<file path="src/rtl/control_multicycle.sv">
`default_nettype none
// ============================================================================
// Module      : control_multicycle
// Description : Multi-cycle control unit. Owns the instruction register and a
//               FETCH/DECODE/EXEC/MEM/WB sequencer with a bounded memory wait.
// Revision    : 1.0 - initial release
// ============================================================================
module control_multicycle #(
    parameter int MEM_TIMEOUT = 16,
    parameter int LINK_REG    = 31
) (
    input  logic        clk,
    input  logic        reset,
    input  logic [31:0] mem_rdata,
    input  logic        mem_ready,
    input  logic        zero,
    output logic        mem_req,
    output logic        mem_we,
    output logic        mem_addr_sel,
    output logic        ir_write,
    output logic        pc_write,
    output logic [1:0]  pc_src,
    output logic        reg_write,
    output logic [1:0]  wb_src,
    output logic [1:0]  alu_src,
    output logic [2:0]  alu_op,
    output logic [4:0]  addr_a,
    output logic [4:0]  addr_b,
    output logic [4:0]  addr_in,
    output logic [4:0]  shamt,
    output logic [15:0] imm16,
    output logic [25:0] addr26,
    output logic [2:0]  state,
    output logic        fault
);

    localparam int WAIT_W = $clog2(MEM_TIMEOUT + 1);

    localparam logic [WAIT_W-1:0] c_wait_limit = WAIT_W'(MEM_TIMEOUT);
    localparam logic [4:0]        c_link_reg   = 5'(LINK_REG);

    localparam logic [2:0] c_st_fetch  = 3'd0;
    localparam logic [2:0] c_st_decode = 3'd1;
    localparam logic [2:0] c_st_exec   = 3'd2;
    localparam logic [2:0] c_st_mem    = 3'd3;
    localparam logic [2:0] c_st_wb     = 3'd4;
    localparam logic [2:0] c_st_fault  = 3'd7;

    // ALU operation and operand-select encodings shared with the datapath
    localparam logic [2:0] c_op_add = 3'd0;
    localparam logic [2:0] c_op_sub = 3'd1;
    localparam logic [2:0] c_op_and = 3'd2;
    localparam logic [2:0] c_op_or  = 3'd3;
    localparam logic [2:0] c_op_nor = 3'd4;
    localparam logic [2:0] c_op_slt = 3'd5;
    localparam logic [2:0] c_op_sll = 3'd6;
    localparam logic [2:0] c_op_srl = 3'd7;

    localparam logic [1:0] c_src_reg   = 2'd0;
    localparam logic [1:0] c_src_sext  = 2'd1;
    localparam logic [1:0] c_src_zext  = 2'd2;
    localparam logic [1:0] c_src_shamt = 2'd3;

    logic [2:0]        state_q, state_d;
    logic [31:0]       ir_q, ir_d;
    logic [WAIT_W-1:0] wait_q, wait_d;

    logic [5:0] w_op, w_funct;
    logic [4:0] w_rs, w_rt, w_rd;
    logic       w_legal, w_is_rtype, w_is_shift, w_is_alu;
    logic       w_is_lw, w_is_sw, w_is_beq, w_is_bne, w_is_j, w_is_jal, w_is_jr;
    logic       w_timeout;

    assign w_op    = ir_q[31:26];
    assign w_funct = ir_q[5:0];
    assign w_rs    = ir_q[25:21];
    assign w_rt    = ir_q[20:16];
    assign w_rd    = ir_q[15:11];

    // Instruction decode
    always_comb begin
        w_legal    = 1'b0;
        w_is_rtype = 1'b0;
        w_is_shift = 1'b0;
        w_is_alu   = 1'b0;
        w_is_lw    = 1'b0;
        w_is_sw    = 1'b0;
        w_is_beq   = 1'b0;
        w_is_bne   = 1'b0;
        w_is_j     = 1'b0;
        w_is_jal   = 1'b0;
        w_is_jr    = 1'b0;
        alu_op     = c_op_add;
        alu_src    = c_src_reg;
        case (w_op)
            6'h00: begin
                w_is_rtype = 1'b1;
                case (w_funct)
                    6'h20: begin w_legal = 1'b1; w_is_alu = 1'b1; alu_op = c_op_add; end
                    6'h22: begin w_legal = 1'b1; w_is_alu = 1'b1; alu_op = c_op_sub; end
                    6'h24: begin w_legal = 1'b1; w_is_alu = 1'b1; alu_op = c_op_and; end
                    6'h25: begin w_legal = 1'b1; w_is_alu = 1'b1; alu_op = c_op_or;  end
                    6'h27: begin w_legal = 1'b1; w_is_alu = 1'b1; alu_op = c_op_nor; end
                    6'h2A: begin w_legal = 1'b1; w_is_alu = 1'b1; alu_op = c_op_slt; end
                    6'h00: begin
                        w_legal = 1'b1; w_is_alu = 1'b1; w_is_shift = 1'b1;
                        alu_op = c_op_sll; alu_src = c_src_shamt;
                    end
                    6'h02: begin
                        w_legal = 1'b1; w_is_alu = 1'b1; w_is_shift = 1'b1;
                        alu_op = c_op_srl; alu_src = c_src_shamt;
                    end
                    6'h08: begin w_legal = 1'b1; w_is_jr = 1'b1; end
                    default: ;
                endcase
            end
            6'h08: begin w_legal = 1'b1; w_is_alu = 1'b1; alu_src = c_src_sext; end
            6'h0C: begin w_legal = 1'b1; w_is_alu = 1'b1; alu_op = c_op_and; alu_src = c_src_zext; end
            6'h0D: begin w_legal = 1'b1; w_is_alu = 1'b1; alu_op = c_op_or;  alu_src = c_src_zext; end
            6'h23: begin w_legal = 1'b1; w_is_lw = 1'b1; alu_src = c_src_sext; end
            6'h2B: begin w_legal = 1'b1; w_is_sw = 1'b1; alu_src = c_src_sext; end
            6'h04: begin w_legal = 1'b1; w_is_beq = 1'b1; alu_op = c_op_sub; end
            6'h05: begin w_legal = 1'b1; w_is_bne = 1'b1; alu_op = c_op_sub; end
            6'h02: begin w_legal = 1'b1; w_is_j = 1'b1; end
            6'h03: begin w_legal = 1'b1; w_is_jal = 1'b1; end
            default: ;
        endcase
    end

    assign addr_a  = w_is_shift ? w_rt : w_rs;
    assign addr_b  = w_rt;
    assign addr_in = w_is_jal ? c_link_reg : (w_is_rtype ? w_rd : w_rt);
    assign shamt   = w_is_shift ? ir_q[10:6] : 5'd0;
    assign wb_src  = w_is_jal ? 2'd2 : (w_is_lw ? 2'd1 : 2'd0);
    assign imm16   = ir_q[15:0];
    assign addr26  = ir_q[25:0];
    assign state   = state_q;
    assign fault   = (state_q == c_st_fault);

    assign w_timeout = (wait_q == c_wait_limit);

    // State register
    always_ff @(posedge clk) begin
        if (reset) begin
            state_q <= c_st_fetch;
            ir_q    <= 32'd0;
            wait_q  <= '0;
        end else begin
            state_q <= state_d;
            ir_q    <= ir_d;
            wait_q  <= wait_d;
        end
    end

    // Next state; the wait counter restarts whenever FETCH/MEM is (re)entered
    always_comb begin
        state_d = state_q;
        ir_d    = ir_q;
        wait_d  = '0;
        case (state_q)
            c_st_fetch: begin
                if (mem_ready) begin
                    state_d = c_st_decode;
                    ir_d    = mem_rdata;
                end else if (w_timeout) begin
                    state_d = c_st_fault;
                end else begin
                    wait_d = wait_q + 1'b1;
                end
            end
            c_st_decode: state_d = w_legal ? c_st_exec : c_st_fault;
            c_st_exec: begin
                if (w_is_lw || w_is_sw)
                    state_d = c_st_mem;
                else if (w_is_alu)
                    state_d = c_st_wb;
                else if (w_is_beq || w_is_bne || w_is_j || w_is_jal || w_is_jr)
                    state_d = c_st_fetch;
                else
                    state_d = c_st_fault;
            end
            c_st_mem: begin
                if (mem_ready)
                    state_d = w_is_lw ? c_st_wb : c_st_fetch;
                else if (w_timeout)
                    state_d = c_st_fault;
                else
                    wait_d = wait_q + 1'b1;
            end
            c_st_wb:    state_d = c_st_fetch;
            c_st_fault: state_d = c_st_fault;
            default:    state_d = c_st_fault;
        endcase
    end

    // Strobes; all suppressed while reset is held
    always_comb begin
        mem_req      = 1'b0;
        mem_we       = 1'b0;
        mem_addr_sel = 1'b0;
        ir_write     = 1'b0;
        pc_write     = 1'b0;
        pc_src       = 2'd0;
        reg_write    = 1'b0;
        case (state_q)
            c_st_fetch: begin
                mem_req  = 1'b1;
                ir_write = mem_ready;
                pc_write = mem_ready;
            end
            c_st_exec: begin
                if (w_is_beq || w_is_bne) begin
                    pc_write = zero ^ w_is_bne;
                    pc_src   = 2'd1;
                end else if (w_is_j || w_is_jal) begin
                    pc_write = 1'b1;
                    pc_src   = 2'd2;
                end else if (w_is_jr) begin
                    pc_write = 1'b1;
                    pc_src   = 2'd3;
                end
                reg_write = w_is_jal;
            end
            c_st_mem: begin
                mem_req      = 1'b1;
                mem_addr_sel = 1'b1;
                mem_we       = w_is_sw;
            end
            c_st_wb: reg_write = 1'b1;
            default: ;
        endcase
        if (reset) begin
            mem_req   = 1'b0;
            mem_we    = 1'b0;
            ir_write  = 1'b0;
            pc_write  = 1'b0;
            reg_write = 1'b0;
        end
    end

endmodule
`default_nettype wire

</file>
<file path="config.mk">
export PLATFORM = sky130hd
export DESIGN_NAME = control_multicycle
export DESIGN_NICKNAME = d
export VERILOG_FILES = /design/src/rtl/control_multicycle.sv
export SDC_FILE = /design/constraint.sdc
export NUM_CORES = 1
export LEC_CHECK = 0
export ABC_AREA = 0
export CORE_UTILIZATION = 40
export DETAILED_ROUTE_END_ITERATION = 8
export PLACE_DENSITY = 0.9
export SYNTH_ARGS = -nofsm -noshare
export SYNTH_HDL_FRONTEND = slang
export SYNTH_SLANG_ARGS = --single-unit
</file>
<file path="constraint.sdc">
create_clock -name clk -period 5.84 [get_ports clk]
set_clock_uncertainty 0.1 [all_clocks]
set_input_delay 0.584 -clock clk [delete_from_list [all_inputs] [get_ports clk]]
set_output_delay 0.584 -clock clk [all_outputs]
set_load 0.01 [all_outputs]
</file>
==> flow_metrics.tcl <==
set metrics [dict create \
    leakage_nw 1.29 \
    yosysTopAreaCell "dfxtp_1" \
    syn2layout_area_growth_pct 37.8 \
    period_needed_ns 3.75 \
    layout_common_cells "clkdlybuf4s50_1, nand2_1, dfxtp_1" \
    finalCritPeriodShare_pct 64.2 \
    crit_required_ns 5.16 \
    p_int_uw 796 \
    nets 439 \
    status "finished clean" \
    multiInputGateArea_um2 1210 \
    cts_tree "yes" \
    die_h_um 80.6 \
    core-area_um2 5920 \
    gp_congestion 0.838 \
    synth_edf_count 0 \
    viasPerCell 5.02 \
    grt_use_total_pct 20.2 \
    slew_violations 0 \
    maxSlewHeadroom_pct 39.3 \
    clock_sinks 40 \
    clk_pin_slew_ns 0.07 \
    worstMarginPinSlew_ns 0.906 \
    hold_viol_final 0 \
    cellPowerDensity_nw_per_um2 387 \
    wire_per_inst_um 13.4 \
    cts_root_buf "clkbuf_8" \
    final_common_cell "clkdlybuf4s50_1" \
    post_synth_num_cell_types 46 \
    synth_area_um2 2470 \
    seqCellArea_um2 801 \
    ys.flop_type "dfxtp_1" \
    holdBufCountCts 0 \
    grt_pass1_wl_um 10200 \
    syn-instance-count 340 \
    total_power_mw 1.32 \
    dp.cells 469 \
    io_pins 117 \
    synth_area_leaders "dfxtp_1, buf_4, nand2_1" \
    detailedRoute.firstIterationViolations 82 \
    cts_setup_buffers 0 \
    antenna-diode-count 0 \
    final_cells 477 \
    postLayoutCoreUtil_pct 57.5 \
    hp-class "flip-flop to flip-flop" \
    fp-row-count 28 \
    wl_um 6380 \
    fillCellCount 569 \
    netSwitchingPower_uw 522 \
    cts_made_buffers 5 \
    rsz0062_at_grt "no" \
    setup_viol 0 \
    drv_cap 0 \
    p_clk_share_pct 14.3 \
    timing.fmax_ghz 0.267 \
    port_buffers 116 \
    ys_seq_elements 40 \
    arrival_ns 3.06 \
    comb_power_share_pct 54.8 \
    ant_nets 0 \
    htreeDepth 2 \
    cts.repair.resized 0 \
    vias 2395 \
    clock_latency_ns 0.28 \
    tns_ns 0 \
    start_util_pct 41.7 \
    syn_area_per_cell_um2 7.26 \
    fp.dieArea_um2 6490 \
    p_seq_share_pct 30.9 \
    ctsLongestPathBuffers 2 \
    drcViolationCount 0 \
    hold-worst-slack_ns 0.377 \
    syn-num-nets 378 \
    switching_share_pct 39.6 \
    grt_max_degree 33 \
    yosysTopAreaCellShare_pct 32.4 \
    end_kind "output port" \
    crit_type "input port to output port" \
    die_w_um 80.6 \
    start_kind "input port" \
    hpwl_um 4830 \
    drive_gt1_share_pct 4.73 \
    gr-total-overflow 0 \
    first_global_vias 2156 \
    antenna_found_initial 0 \
    seq_area_frac_synth_pct 32.4 \
    critPathMaxFanout 21 \
    synth_warnings 0 \
    drt_first_pass_iters 4 \
    peakVddDrop_mv 0.188 \
    ys_async_sr_fraction_pct 0 \
]
==> synth_stat cells, types with 2 or more instances <==
cell       n
and2_1     5
or2_2      4
nor4_1     4
ha_1       2
o22ai_1    3
dfxtp_1   40
a31oi_1    3
nor2b_1    3
mux2i_1    5
buf_6      2
buf_4     48
inv_1      6
nand2b_1   6
nand2_1   92
o21ai_0    6
clkbuf_1  15
nor3_1     4
a21oi_1   35
xor2_1     3
nor2_1    20
nand3_1    6
or3_1      4
==> state kept, by name, indices dropped and copies added (netlist names) <==
| register | cells |
|---|---|
| ir_q | 32 |
| wait_q | 5 |
| state | 3 |
==> stage by stage <==
step	cell area, um^2	worst slack (ns)
floorplan	2470	3.29
global placement	3310	2.26
detailed placement	3310	2.07
CTS	3400	2.05
global route	3400	1.87
finish	3400	2.09
==> critical path, cell delays in order <==
cell             delay, ns
clkdlybuf4s50_1       0.81
buf_4                 0.40
nor2_1                0.26
a21boi_0              0.38
clkdlybuf4s50_1       0.61
==> layer usage <==
layer  up-vias  routed length [um]  part of all wire, %  global-route usage (%)
met2        93                3180                   50                    35.6
met1      1100                2710                   42                    24.3
met3         6                 453                  7.1                    4.77
li1       1196                   -                    -                       -
met5         -                   0                    0                       0
met4         0                  48                 0.75                    5.18
==> path summary, 6_finish.rpt <==
path | startpoint | endpoint | cells after the start | slack (ns)
min | wait_q[0]$_SDFF_PP0_ | wait_q[0]$_SDFF_PP0_ | 1 | 0.38
min reg2reg | wait_q[0]$_SDFF_PP0_ | wait_q[0]$_SDFF_PP0_ | 1 | 0.38
max reg2reg | state[0]$_SDFF_PP0_ | ir_q[19]$_SDFFE_PP0P_ | 5 | 3.63
max | reset | mem_req | 5 | 2.09
==> power groups by stage <==
stage	logic, mW	registers, mW	clock network, mW
final	0.722	0.407	0.188
after global routing	0.792	0.418	0.208
after floorplan	0.495	0.383	0
after CTS	0.728	0.406	0.194
after detailed placement	0.725	0.412	0
after global placement	0.710	0.409	0
==> logic make-up (layout without fill, tap and decap cells) <==
group | after synthesis | in the layout | share of synthesized area [%]
xor gates and xnor gates | 4 | 4 | 1.42
DFF | 40 | 40 | 32.4
adders and majority gates | 2 | 2 | 1.01
AOI/OAI and AO/OA | 59 | 59 | 14.4
muxes | 5 | 5 | 2.03
buffers and inverters | 71 | 133 | 18.7
and+or+nand+nor | 159 | 159 | 30.0
==> final cells by class <==
class,instances,area share (%)
repair buffers,119,34.8
flip-flops and latches,40,23.5
multi-input cells,229,35.6
clock buffers,8,2.65
inverters,6,0.662
well taps,75,2.76
(Power assumes the default switching activity.)
